`config.mk`:
```
export PLATFORM = sky130hd
export DESIGN_NAME = wb_master_standard
export DESIGN_NICKNAME = d
export VERILOG_FILES = /design/src/rtl/wb_pkg.sv /design/src/rtl/wb_cmd_fifo.sv /design/src/rtl/wb_master_standard.sv
export SDC_FILE = /design/constraint.sdc
export NUM_CORES = 1
export LEC_CHECK = 0
export CAP_MARGIN = 0
export CORE_MARGIN = 2
export CORE_UTILIZATION = 49
export CTS_CLUSTER_SIZE = 16
export DETAILED_ROUTE_END_ITERATION = 8
export PLACE_DENSITY = 0.85
export SLEW_MARGIN = 20
export SYNTH_ARGS = -nofsm -noshare
export SYNTH_HDL_FRONTEND = slang
export SYNTH_HIERARCHICAL = 1
export SYNTH_SLANG_ARGS = --single-unit
```
`constraint.sdc`:
```
create_clock -name clk -period 2.96 [get_ports clk]
set_input_delay 0.592 -clock clk [delete_from_list [all_inputs] [get_ports clk]]
set_output_delay 0.592 -clock clk [all_outputs]
set_load 0.005 [all_outputs]
```
`src/rtl/wb_pkg.sv`:
```
// Shared types and constants for the Wishbone classic master engine.
// The command struct is sized by WB_ADR_W / WB_DAT_W, which are also the
// default address/data widths of wb_master_standard.
package wb_pkg;

  localparam int WB_ADR_W = 16;
  localparam int WB_DAT_W = 16;

  // Bus sequencer states
  typedef enum logic [1:0] {
    IDLE  = 2'd0,
    CYCLE = 2'd1,
    GAP   = 2'd2
  } wb_state_t;

  // One queued bus command
  typedef struct packed {
    logic                we;
    logic [WB_ADR_W-1:0] adr;
    logic [WB_DAT_W-1:0] dat;
  } wb_cmd_t;

  localparam int WB_CMD_W = $bits(wb_cmd_t);

endpackage

```
`src/rtl/wb_cmd_fifo.sv`:
```
// Synchronous command FIFO, 2**depth_log2 entries of width bits.
// Read and write pointers carry one extra wrap bit so that full and empty
// can be told apart when the index bits are equal. A push while full is
// accepted when a pop happens on the same edge: the slot being vacated is
// the one being written, and the head is read combinationally beforehand.
module wb_cmd_fifo #(
  parameter int width      = 8,
  parameter int depth_log2 = 2
) (
  input  logic             clk,
  input  logic             rst,
  input  logic             push,
  input  logic [width-1:0] din,
  input  logic             pop,
  output logic [width-1:0] dout,
  output logic             full,
  output logic             empty
);

  localparam int depth = 1 << depth_log2;

  logic [depth_log2:0]   wr_ptr;
  logic [depth_log2:0]   rd_ptr;
  logic [width-1:0]      mem [depth];
  logic                  wr_en;
  logic                  rd_en;

  assign empty = (wr_ptr == rd_ptr);
  assign full  = (wr_ptr[depth_log2] != rd_ptr[depth_log2]) &&
                 (wr_ptr[depth_log2-1:0] == rd_ptr[depth_log2-1:0]);

  assign wr_en = push && (!full || pop);
  assign rd_en = pop && !empty;

  assign dout = mem[rd_ptr[depth_log2-1:0]];

  // Pointer update; wrap happens naturally through the extra bit
  always_ff @(posedge clk or posedge rst) begin
    if (rst) begin
      wr_ptr <= '0;
      rd_ptr <= '0;
    end else begin
      if (wr_en) wr_ptr <= wr_ptr + 1'b1;
      if (rd_en) rd_ptr <= rd_ptr + 1'b1;
    end
  end

  // Storage array, no reset needed since empty guards every read
  always_ff @(posedge clk) begin
    if (wr_en) mem[wr_ptr[depth_log2-1:0]] <= din;
  end

endmodule

```
`src/rtl/wb_master_standard.sv`:
```
// Wishbone classic single-cycle master engine.
// Commands enter through a valid/ready port into wb_cmd_fifo and are
// issued one at a time as CYC/STB cycles; each completion produces a
// one-clock response pulse.
// Optional build macro WB_MASTER_TIMEOUT_EN adds a watchdog that ends a
// cycle with rsp_err = 1 after timeout_cycles clocks without wb_ack.
//
// state | meaning
// ------+---------------------------------------------------------------
// IDLE  | bus quiet, launch the FIFO head as soon as one is present
// CYCLE | CYC/STB asserted, bus signals frozen, waiting for wb_ack
// GAP   | the single idle clock between cycles; may launch the next one
module wb_master_standard
  import wb_pkg::*;
#(
  parameter int adr_width       = WB_ADR_W,
  parameter int dat_width       = WB_DAT_W,
  parameter int fifo_depth_log2 = 2,
  parameter int timeout_cycles  = 16
) (
  input  logic                 clk,
  input  logic                 rst,
  input  logic                 cmd_valid,
  output logic                 cmd_ready,
  input  logic                 cmd_we,
  input  logic [adr_width-1:0] cmd_adr,
  input  logic [dat_width-1:0] cmd_dat,
  output logic                 rsp_valid,
  output logic                 rsp_we,
  output logic [dat_width-1:0] rsp_dat,
  output logic                 rsp_err,
  output logic [adr_width-1:0] wb_adr,
  output logic [dat_width-1:0] wb_dat_m,
  input  logic [dat_width-1:0] wb_dat_s,
  output logic                 wb_we,
  output logic                 wb_cyc,
  output logic                 wb_stb,
  input  logic                 wb_ack
);

  wb_state_t state;
  wb_cmd_t   push_cmd;
  wb_cmd_t   head_cmd;
  logic      fifo_full;
  logic      fifo_empty;
  logic      fifo_push;
  logic      fifo_pop;

  assign push_cmd  = '{we: cmd_we, adr: cmd_adr, dat: cmd_dat};
  assign cmd_ready = !fifo_full;
  assign fifo_push = cmd_valid && cmd_ready;
  // GAP already counts as the idle clock, so a pending head launches there
  // directly; this keeps back-to-back cycles exactly one clock apart.
  assign fifo_pop  = (state != CYCLE) && !fifo_empty;

  wb_cmd_fifo #(
    .width      (WB_CMD_W),
    .depth_log2 (fifo_depth_log2)
  ) u_cmd_fifo (
    .clk   (clk),
    .rst   (rst),
    .push  (fifo_push),
    .din   (push_cmd),
    .pop   (fifo_pop),
    .dout  (head_cmd),
    .full  (fifo_full),
    .empty (fifo_empty)
  );

`ifdef WB_MASTER_TIMEOUT_EN
  localparam int tmr_w = $clog2(timeout_cycles + 1);
  localparam logic [tmr_w-1:0] tmr_last = tmr_w'(timeout_cycles - 1);
  logic [tmr_w-1:0] timer;
`else
  wire unused_timeout = (timeout_cycles != 0);
  assign rsp_err = 1'b0;
`endif

  // Bus sequencer with registered bus and response outputs
  always_ff @(posedge clk or posedge rst) begin
    if (rst) begin
      state     <= IDLE;
      wb_adr    <= '0;
      wb_dat_m  <= '0;
      wb_we     <= 1'b0;
      wb_cyc    <= 1'b0;
      wb_stb    <= 1'b0;
      rsp_valid <= 1'b0;
      rsp_we    <= 1'b0;
      rsp_dat   <= '0;
`ifdef WB_MASTER_TIMEOUT_EN
      rsp_err   <= 1'b0;
      timer     <= '0;
`endif
    end else begin
      rsp_valid <= 1'b0;
      case (state)
        IDLE, GAP: begin
          if (!fifo_empty) begin
            wb_adr   <= head_cmd.adr;
            wb_dat_m <= head_cmd.dat;
            wb_we    <= head_cmd.we;
            wb_cyc   <= 1'b1;
            wb_stb   <= 1'b1;
            state    <= CYCLE;
`ifdef WB_MASTER_TIMEOUT_EN
            timer    <= '0;
`endif
          end else begin
            state <= IDLE;
          end
        end
        CYCLE: begin
          if (wb_ack) begin
            wb_cyc    <= 1'b0;
            wb_stb    <= 1'b0;
            wb_we     <= 1'b0;
            rsp_valid <= 1'b1;
            rsp_we    <= wb_we;
            rsp_dat   <= wb_we ? '0 : wb_dat_s;
`ifdef WB_MASTER_TIMEOUT_EN
            rsp_err   <= 1'b0;
`endif
            state     <= GAP;
          end
`ifdef WB_MASTER_TIMEOUT_EN
          else if (timer == tmr_last) begin
            // Watchdog expiry: end the cycle as if acked, but flag it
            wb_cyc    <= 1'b0;
            wb_stb    <= 1'b0;
            wb_we     <= 1'b0;
            rsp_valid <= 1'b1;
            rsp_we    <= wb_we;
            rsp_dat   <= '0;
            rsp_err   <= 1'b1;
            state     <= GAP;
          end else begin
            timer <= timer + 1'b1;
          end
`endif
        end
        default: state <= IDLE;
      endcase
    end
  end

endmodule
```
; ---- After elaboration in Yosys (flattened, before gate mapping)
; Memory sizes are Yosys's and may differ from the RTL's.
; Cells that the tools add are included.
[word_totals]
reg_bits = 60
ramBits = 132
in_bits = 53
out_inout_bits = 55
elab_cells = 49
memories = 1
[op_classes]
n_addsub = 2
n_eq_ne = 8
n_mux = 13
bitwise = 1
reduce_logical = 14
[mem_list]
columns = memory, depth, word_bits, read_ports, rd_ports_with_merged_regs, write_ports, line
row1 = u_cmd_fifo.mem, 4, 33, 1, 0, 1, wb_cmd_fifo.sv:24  ; logic [width-1:0] mem [depth];
[op_table]
columns = operator, n
row1 = $mux 16, 1
row2 = $mux 1, 8
row3 = $add 3x1->3 const B, 2
row4 = $logic_and 1x1->1, 5
row5 = $ne 2x2->1 const B, 2
row6 = $pmux 1 s2, 2
row7 = $pmux 2 s2, 1
row8 = $reduce_and 2->1, 2
row9 = $eq 3x3->1, 1
row10 = $reduce_and 3->1, 1
row11 = $eq 2x1->1 const B, 1
row12 = $eq 2x2->1, 1
row13 = $eq 2x2->1 const B, 1
row14 = $logic_not 1->1, 2
row15 = $logic_not 2->1, 1
row16 = $mux 2, 1
row17 = $ne 2x1->1 const B, 1
row18 = $reduce_bool 2->1, 1
row19 = $reduce_or 2->1, 1
row20 = $logic_or 1x1->1, 1
row21 = $ne 1x1->1, 1
row22 = $not 1->1, 1

; ---- Logic depth before layout (Yosys ltp)
; Gate-level depths: netlist of run 1.
[depth]
ltp_word = 7
mapped_depth = 7
ltp_nobuf = 6

; ---- By module
; The synthesis of run 1 kept the hierarchy.
[modules_own_cells]
columns = module, instances, cells_per_inst, area_each_um2, seq_area_each_um2
row1 = wb_cmd_fifo, 1, 209, 5217.5, 4113.9
row2 = wb_master_standard, 1, 163, 2242.2, 1351.3

; ---- Worst setup path after synthesis of run 1
; No wires, ideal clock.
[synth_timing]
path_kind = reg-to-reg
from = register u_cmd_fifo.rd_ptr[1]
to = memory u_cmd_fifo/mem[0][0] (netlist bit), enable pin
setup_ps = 410
arrival_ps = 2479
t_required_ps = 2550
slack_ps = 71
path_stages_with_launch = 7
period_less_slack_ps = 2889
cell_sequence = dfrtp_1 > buf_6 > xor2_4 > nor3_1 > nor2b_1 > or4_4 > and3_1
[synth_between]
elab_chain_len = 7
[synth_lines]
columns = item, line
row1 = from (decl), wb_cmd_fifo.sv:23  ; logic [depth_log2:0] rd_ptr;
row2 = from (signal assigned), wb_cmd_fifo.sv:44  ; if (rd_en) rd_ptr <= rd_ptr + 1'b1;
row3 = $eq 3x3->1, wb_cmd_fifo.sv:28  ; assign empty = (wr_ptr == rd_ptr);
row4 = net fifo_empty, wb_master_standard.sv:45  ; logic fifo_empty;
row5 = $logic_not 1->1, wb_master_standard.sv:54  ; assign fifo_pop = (state != CYCLE) && !fifo_empty;
row6 = $logic_and 1x1->1, wb_master_standard.sv:54
row7 = net fifo_pop, wb_master_standard.sv:47  ; logic fifo_pop;
row8 = $logic_or 1x1->1, wb_cmd_fifo.sv:32  ; assign wr_en = push && (!full || pop);
row9 = $logic_and 1x1->1, wb_cmd_fifo.sv:32
row10 = $mux 1, wb_cmd_fifo.sv:50  ; if (wr_en) mem[wr_ptr[depth_log2-1:0]] <= din;
row11 = $mux 1 (not written as such), wb_cmd_fifo.sv:50
row12 = to (decl), wb_cmd_fifo.sv:24
; The timed path passes the listed nets, and every way through them passes these cells.

; ---- Worst setup path in the final report of run 1
[layout_timing]
from = register u_cmd_fifo.rd_ptr[2]
to = memory u_cmd_fifo/mem[2][10] (netlist bit), enable pin
[layout_between]
elab_chain_len = 7
[layout_lines]
columns = item, line
row1 = $ne 1x1->1, wb_cmd_fifo.sv:29  ; assign full = (wr_ptr[depth_log2] != rd_ptr[depth_log2]) &&
row2 = $logic_and 1x1->1, wb_cmd_fifo.sv:29
row3 = net fifo_full, wb_master_standard.sv:44  ; logic fifo_full;
row4 = $logic_not 1->1, wb_master_standard.sv:50  ; assign cmd_ready = !fifo_full;
row5 = $logic_and 1x1->1, wb_master_standard.sv:51  ; assign fifo_push = cmd_valid && cmd_ready;
row6 = net fifo_push, wb_master_standard.sv:46  ; logic fifo_push;
row7 = $logic_and 1x1->1, wb_cmd_fifo.sv:32
row8 = $mux 1, wb_cmd_fifo.sv:50
row9 = $mux 1 (not written as such), wb_cmd_fifo.sv:50
; The timed path passes the listed nets, and every way through them passes these cells.

==> summary.md, run 1 <==
| Metric | Value |
|---|---|
| Outcome | `completed` |
| Initial antenna violation count | `0` |
| Area contributors post-synth | `edfxtp_1, dfrtp_1, mux4_2` |
| Syn Inst Count | `372` |
| Port Buffers | `106` |
| Initial Util | `49.6%` |
| Max-Slew Margin vs Limit | `37.7%` |
| Yosys warning total | `6` |
| Crit path DAT | `2.67 ns` |
| Period minus WS final | `2.63 ns` |
| CTS Sinks | `192` |
| Clk buf depth | `2` |
| Die Ht | `127 um` |
| Hold buffer count at CTS | `0` |
| Clock Latency Late Sink | `0.42 ns` |
| DR WL/cell | `19.4 um` |
| Core area | `0.0150 sq mm` |
| Max rail drop VDD | `0.667 mV` |
| Worst-margin pin slew | `0.935 ns` |
| Area growth, synth to finish | `25.5%` |
| Maximum clock frequency | `380 MHz` |
| Pwr per Cell Area | `1130 mW/mm^2` |
| Top cell type's share of synthesized area | `53.1%` |
| Syn avg cell area | `20.1 sq um` |
| CTS tree | `built` |
| CP Capture Type | `flip-flop` |
| Post-Layout Cell Count | `691` |
| R2R cell count | `4` |
| Sw Pwr | `0.00296 W` |
| Cts repair resizes | `0` |
| Clock H-tree levels | `4` |
| Syn nets | `430` |
| Final setup fails | `0` |
| Placed insts | `659` |
| Static Leak | `3.45 nW` |
| Comb pwr share | `36.5%` |
| DRC viols | `0` |
| Final period util | `88.9%` |
| Synthesis-stage register bit count | `192` |
| Clock root buffer | `clkbuf_16` |
| Worst setup SP type | `flip-flop` |
| Max_cap viols | `0` |
| Clock share of power | `23.4%` |
| NumNets Final | `548` |
| Slew Limit Fails | `0` |
| Clock skew | `0.00570 ns` |
| Antenna-violating nets left | `0` |
| CP Max Fanout | `33` |
| Largest net degree at the start of global routing | `55` |
| Area leader, netlist | `edfxtp_1` |
| Count of cell types in the netlist | `35` |
| Seq/Total Area, Yosys | `73.3%` |
| End-of-flow core utilization | `62.3%` |
| Synthesized area | `0.00746 sq mm` |
| Share of layout cells above drive strength 1 | `23.5%` |
| Grt ovf | `0` |
| CP Class | `flip-flop to flip-flop` |
| # Post-CTS Setup Buffers | `0` |
| Inserted Clock Buffers | `17` |
| IO Pins | `108` |
| Top routing layer used | `met4` |
| Setup slack, reg-to-reg | `0.33 ns` |
| Power Internal | `0.00762 W` |
| Final wirelength | `13,400 um` |
| First-pass GRT wire length | `21,500 um` |
| DR WL met2 | `6800 um` |
| EDFF count, synth | `132` |
| Wl on met1 | `5770 um` |
| RSZ-0062 raised after global routing | `no` |
| Vias in the first global route | `3,961` |
| Synth Flop Type | `edfxtp_1` |
| Post-DP HPWL | `8540 um` |
| Sw frac | `28.0%` |
| Worst R2R Start | `u_cmd_fifo/rd_ptr[2]` |
| Hold Fails Final Rpt | `0` |
| Gpl congestion | `0.733` |
| Clock slew at the register clock pins of the worst setup and hold paths | `0.07 ns` |
| Via count | `3,693` |
| HP Class | `input port to async pin` |
| DR iter-0 viols | `196` |
| Worst r2r dst | `u_cmd_fifo/mem[2][10]` |
| WP data required | `3.00 ns` |
| # rows | `45` |
| Async set-reset flop share out of synthesis | `31.3%` |
| Vias per cell | `5.34` |
| DR WL met3 | `678 um` |
| Diode count | `0` |
| Sequential share of power | `40.2%` |
| Die outline area | `0.0162 sq mm` |
| Die X | `127 um` |
| Setup TNS | `0 ns` |
| Drt pass-1 iters | `5` |
| Total global-route track usage | `17.8%` |
[flip-flops by register name (all words and copies together), names as in the netlist, 2 cells and up]
register / cells
rsp_dat: 16
u_cmd_fifo/mem: 132
u_cmd_fifo/rd_ptr: 3
u_cmd_fifo/wr_ptr: 3
wb_dat_m: 16
state: 2
wb_adr: 16
[worst max-delay path: stages, from the launching register on]
cell	delay [ns]
dfrtp_1	0.42
xnor2_1	0.45
nor3_1	0.15
nor2b_1	0.32
and3_2	0.89
[final cells by class]
class	count	area, sq um
Fill cell	1011	5670
Sequential cell	192	5470
Multi-Input combinational cell	154	1840
Timing Repair Buffer	116	1140
Clock buffer	22	474
Tap cell	188	235
Clock inverter	10	180
Inverter	9	33.8
[cell usage in the layout, fill, tap and decap left out, types with 3 or more instances in the layout]
master | netlist | final
mux2_2 | 4 | 4
nand2_1 | 19 | 19
buf_4 | 2 | 10
edfxtp_1 | 132 | 132
inv_1 | 9 | 7
mux4_2 | 33 | 33
clkbuf_16 | 0 | 17
clkdlybuf4s50_1 | 0 | 106
clkbuf_8 | 0 | 3
nor2b_1 | 3 | 3
xnor2_1 | 5 | 5
bufinv_16 | 0 | 5
ha_1 | 5 | 5
and3_2 | 0 | 3
dfrtp_1 | 60 | 58
nand2b_1 | 16 | 16
mux2_4 | 28 | 28
o21ai_1 | 10 | 10
o21ai_0 | 7 | 7
[how the worst max path moves through the flow]
| stage | startpoint | endpoint | slack (ns) | depth (start not counted) |
|---|---|---|---|---|
| final | u_cmd_fifo/rd_ptr[2] | u_cmd_fifo/mem[2][10] | 0.33 | 4 |
| after global routing | u_cmd_fifo/rd_ptr[2] | u_cmd_fifo/mem[2][23] | 0.16 | 4 |
| after CTS | u_cmd_fifo/rd_ptr[2] | cmd_ready | 0.33 | 4 |
| after detailed placement | cmd_valid | u_cmd_fifo/mem[1][17] | 0.37 | 3 |
| after global placement | cmd_valid | u_cmd_fifo/mem[1][19] | 0.42 | 3 |
| after floorplan | u_cmd_fifo/rd_ptr[1] | u_cmd_fifo/mem[0][0] | 0.07 | 6 |
[layer usage]
metal / vias up / track usage (%)
met4: 0 / 4.59
met5: - / 0
li1: 1658 / -
met2: 118 / 29.7
met1: 1904 / 23.0
met3: 13 / 5.61
[cells in the mapped netlist, types with 3 or more instances]
master	number
o21ai_1	10
mux4_2	33
nor2b_1	3
inv_1	9
nand2_1	19
mux2_2	4
edfxtp_1	132
buf_2	8
buf_6	6
nand2b_1	16
mux2_4	28
o21ai_0	7
ha_1	5
and3_1	3
xnor2_1	5
dfrtp_1	60
[cell families (layout without fill, tap and decap cells)]
group / after synthesis / in the layout / synth area share (%)
adder cells (fa/ha/maj): 5 / 5 / 0.839
flip-flops: 192 / 192 / 73.3
AO/OA/AOI/OAI: 24 / 24 / 2.13
buffers and inverters: 26 / 157 / 2.15
multiplexers: 67 / 67 / 16.5
XOR/XNOR: 8 / 8 / 1.44
AND/OR/NAND/NOR: 49 / 49 / 3.62
other: 1 / 1 / 0.0503
[through the flow]
stage	setup slack (ns)	power [W]	hold WS [ns]	area, sq um
CTS	0.327	0.0107	0.447	9370
finish	0.327	0.0106	0.453	9370
global placement	0.422	0.00799	0.463	8710
detailed placement	0.366	0.00817	0.482	8710
floorplan	0.0710	0.00674	0.383	7460
global route	0.159	0.0111	0.465	9370
[power by group through the flow]
stage               sequential (W)  combinational, W  clock [W]
floorplan                  0.00422           0.00252          0
global placement           0.00423           0.00376          0
detailed placement         0.00430           0.00387          0
CTS                        0.00426           0.00391    0.00252
global route               0.00434           0.00415    0.00264
finish                     0.00425           0.00386    0.00247
(Power assumes the default switching activity.)
==> run 2, diff against run 1 <==
- CTS_CLUSTER_SIZE: 16 -> 8
- SYNTH_HIERARCHICAL: 1 -> not set
==> run 2 against run 1 <==
Net effect:
- sequential cell count unchanged
- combinational power decreased by 5.4%
- utilization down 0.46 points
- final cell count fell by 1.2%
- hold slack better by 0.038 ns
- global-route usage is 0.45 points higher
- non-clock buffer count up 1
- highest routed layer unchanged
- count of clock-buffer cells in the layout is 2 lower
- via count is 1.4% lower
==> summary.md, run 2 <==
| Metric | Value |
|---|---|
| Outcome | `completed (unchanged)` |
| RSZ-0062 raised after global routing | `no (unchanged)` |
| EDFF count, synth | `132 (unchanged)` |
| # rows | `45 (unchanged)` |
| Worst Path Buf+Inv | `1 (was 0)` |
| Placed insts | `651 (was 659)` |
| CP Max Fanout | `10 (was 33)` |
| Synth Flop Type | `edfxtp_1 (unchanged)` |
| Worst-margin pin slew | `0.573 ns (was 0.935 ns)` |
| Async set-reset flop share out of synthesis | `31.3% (unchanged)` |
| CTS tree | `built (unchanged)` |
| CP max-delay cell | `dfrtp_2 (was and3_2)` |
| Via count | `3,643 (was 3,693)` |
| Die Ht | `127 um (about the same)` |
| Initial antenna violation count | `0 (unchanged)` |
| Crit path DAT | `1.92 ns (was 2.67 ns)` |
| Commonest non-fill, non-tap cell in the layout | `edfxtp_1 (unchanged)` |
| Syn nets | `421 (was 430)` |
| Syn Inst Count | `363 (was 372)` |
| Seq/Total Area, Yosys | `73.5% (was 73.3%)` |
| Top cell type's share of synthesized area | `53.3% (was 53.1%)` |
| End-of-flow core utilization | `61.8% (was 62.3%)` |
| Setup TNS | `0 ns (unchanged)` |
| Syn avg cell area | `20.5 sq um (was 20.1 sq um)` |
| Area taken by multi-input logic gates | `0.00181 sq mm (was 0.00184 sq mm)` |
| Max-Slew Margin vs Limit | `61.8% (was 37.7%)` |
| Yosys warning total | `0 (was 6)` |
| Post-DP Area | `0.00873 sq mm (was 0.00871 sq mm)` |
| Setup slack, reg-to-reg | `0.82 ns (was 0.33 ns)` |
| Max rail drop VDD | `0.626 mV (was 0.667 mV)` |
| Final setup fails | `0 (unchanged)` |
| Largest net degree at the start of global routing | `40 (was 55)` |
| Maximum clock frequency | `397 MHz (was 380 MHz)` |
| Clock H-tree levels | `4 (unchanged)` |
| Final Power | `0.0101 W (was 0.0106 W)` |
| Worst setup SP type | `flip-flop (unchanged)` |
| IO Pins | `108 (unchanged)` |
| Die outline area | `0.0162 sq mm (about the same)` |
| NumNets Final | `540 (was 548)` |
| CP Class | `flip-flop to output pin (was flip-flop to flip-flop)` |
| Vias per cell | `5.33 (was 5.34)` |
| Core area | `0.0150 sq mm (unchanged)` |
| Vias in the first global route | `4,129 (was 3,961)` |
| Top cells by count, synth | `edfxtp_1, dfrtp_1, mux4_2 (unchanged)` |
| Inserted Clock Buffers | `17 (unchanged)` |
| Max_cap viols | `0 (unchanged)` |
| Static Leak | `3.42 nW (was 3.45 nW)` |
| Fillers | `1,038 (was 1,011)` |
| Area leader, netlist | `edfxtp_1 (unchanged)` |
| Clock Latency Late Sink | `0.43 ns (was 0.42 ns)` |
| Clk buf depth | `2 (unchanged)` |
| DR WL/cell | `19.7 um (was 19.4 um)` |
| Top delay family on crit path | `flip-flops (was simple AND/OR/NAND/NOR gates)` |
| Hold Fails Final Rpt | `0 (unchanged)` |
| Hold buffer count at CTS | `0 (unchanged)` |
| Drt pass-1 iters | `4 (was 5)` |
| Share of layout cells above drive strength 1 | `23.4% (was 23.5%)` |
| WP data required | `2.37 ns (was 3.00 ns)` |
| Initial Util | `49.4% (was 49.6%)` |
| Seq. cell area | `0.00547 sq mm (unchanged)` |
| Clock root buffer | `clkbuf_16 (unchanged)` |
| Count of cell types in the netlist | `31 (was 35)` |
| Slowest stage delay, CP | `0.53 ns (was 0.89 ns)` |
| Top-count cell post-synth | `edfxtp_1 (unchanged)` |
| Pwr per Cell Area | `1080 mW/mm^2 (was 1130 mW/mm^2)` |
| Post-DP HPWL | `8110 um (was 8540 um)` |
| Area contributors post-synth | `edfxtp_1, dfrtp_1, mux4_2 (unchanged)` |
| Port Buffers | `106 (unchanged)` |
| Gpl congestion | `0.721 (was 0.733)` |
| Final wirelength | `13,500 um (was 13,400 um)` |
| Commonest non-fill, non-tap cells in the layout | `edfxtp_1, clkdlybuf4s50_1, dfrtp_1 (unchanged)` |
| Grt ovf | `0 (unchanged)` |
| Final design area excluding fillers | `0.00930 sq mm (was 0.00937 sq mm)` |
| Area growth, synth to finish | `25.1% (was 25.5%)` |
| Final period util | `85.0% (was 88.9%)` |
| Antenna-violating nets left | `0 (unchanged)` |
| Total global-route track usage | `18.3% (was 17.8%)` |
| Synthesis-stage register bit count | `192 (unchanged)` |
| HP Class | `flip-flop to flip-flop (was input port to async pin)` |
| CP Capture Type | `output pin (was flip-flop)` |
| Synthesized area | `0.00743 sq mm (was 0.00746 sq mm)` |
| Critical-path cell list | `xnor2_2 -> nand3_1 -> clkdlybuf4s50_1 (was xnor2_1 -> nor3_1 -> nor2b_1 -> and3_2)` |
| Die X | `127 um (about the same)` |
| Clock skew | `0.0121 ns (was 0.00570 ns)` |
| Cts repair resizes | `0 (unchanged)` |
| DR iter-0 viols | `229 (was 196)` |
| CTS Sinks | `192 (unchanged)` |
| Number of flip-flops in the largest register | `132 (unchanged)` |
| Slew Limit Fails | `0 (unchanged)` |
| Clock slew at the register clock pins of the worst setup and hold paths | `0.06 ns (was 0.07 ns)` |
| # Post-CTS Setup Buffers | `0 (unchanged)` |
| Period minus WS final | `2.52 ns (was 2.63 ns)` |
| Diode count | `0 (unchanged)` |
| DRC viols | `0 (unchanged)` |
| Post-Layout Cell Count | `683 (was 691)` |
| First-pass GRT wire length | `22,000 um (was 21,500 um)` |
## run 2: cell type report
class / count / area share, %
Clock inverter: 12 / 1.33
Multi-Input combinational cell: 148 / 19.4
Clock buffer: 20 / 4.80
Sequential cell: 192 / 58.8
Timing Repair Buffer: 117 / 12.8
Inverter: 6 / 0.242
Tap cell: 188 / 2.53
## run 2: tightest hold or removal path, delay by kind of cell, from the launching register on
| family | cells | cell delay (ns) |
|---|---|---|
| compound gates | 1 | 0.07 |
| flops | 1 | 0.34 |
| simple gates | 1 | 0.05 |
## run 2: final timing paths
path	end	cells after the start	startpoint
worst max-delay path	cmd_ready	3	u_cmd_fifo.rd_ptr[0]
worst min-delay path	rsp_dat[0]	2	rsp_dat[0]
worst max register to register	u_cmd_fifo.mem[0][8]	5	u_cmd_fifo.rd_ptr[1]
worst min register to register	rsp_dat[0]	2	rsp_dat[0]
max in group asynchronous	u_cmd_fifo.rd_ptr[1]	3	rst
min in group asynchronous	rsp_dat[13]	2	rst
## run 2: cell families after synthesis
| kind of cell | after synthesis | share of synthesized area, % |
|---|---|---|
| multiplexers | 69 | 17.0 |
| adder cells (fa/ha/maj) | 5 | 0.842 |
| other | 1 | 0.0505 |
| AND/OR/NAND/NOR | 40 | 2.76 |
| buffers and inverters | 23 | 2.39 |
| AO/OA/AOI/OAI | 23 | 2.02 |
| flip-flops | 192 | 73.5 |
| XOR/XNOR | 10 | 1.38 |
## run 2: layer usage
| layer | up-vias | wire (um) | GRT usage, % |
|---|---|---|---|
| met2 | 112 | 6900 | 30.9 |
| met1 | 1888 | 5770 | 23.2 |
| li1 | 1632 | - | - |
| met5 | - | 0 | 0 |
| met3 | 11 | 686 | 5.53 |
| met4 | 0 | 114 | 5.11 |
## run 2: power by group
group	switching, W	internal (W)	total, W
Sequential	0.000454	0.00378	0.00423
Clock	0.000983	0.00120	0.00219
Combinational	0.00147	0.00217	0.00365
## run 2: through the flow
step	setup WS, ns	hold WS [ns]
6_report	0.443	0.491
5_1_grt	0.327	0.523
4_1_cts	0.412	0.497
3_5_place_dp	0.764	0.471
3_3_place_gp	0.784	0.462
2_1_floorplan	0.704	0.473
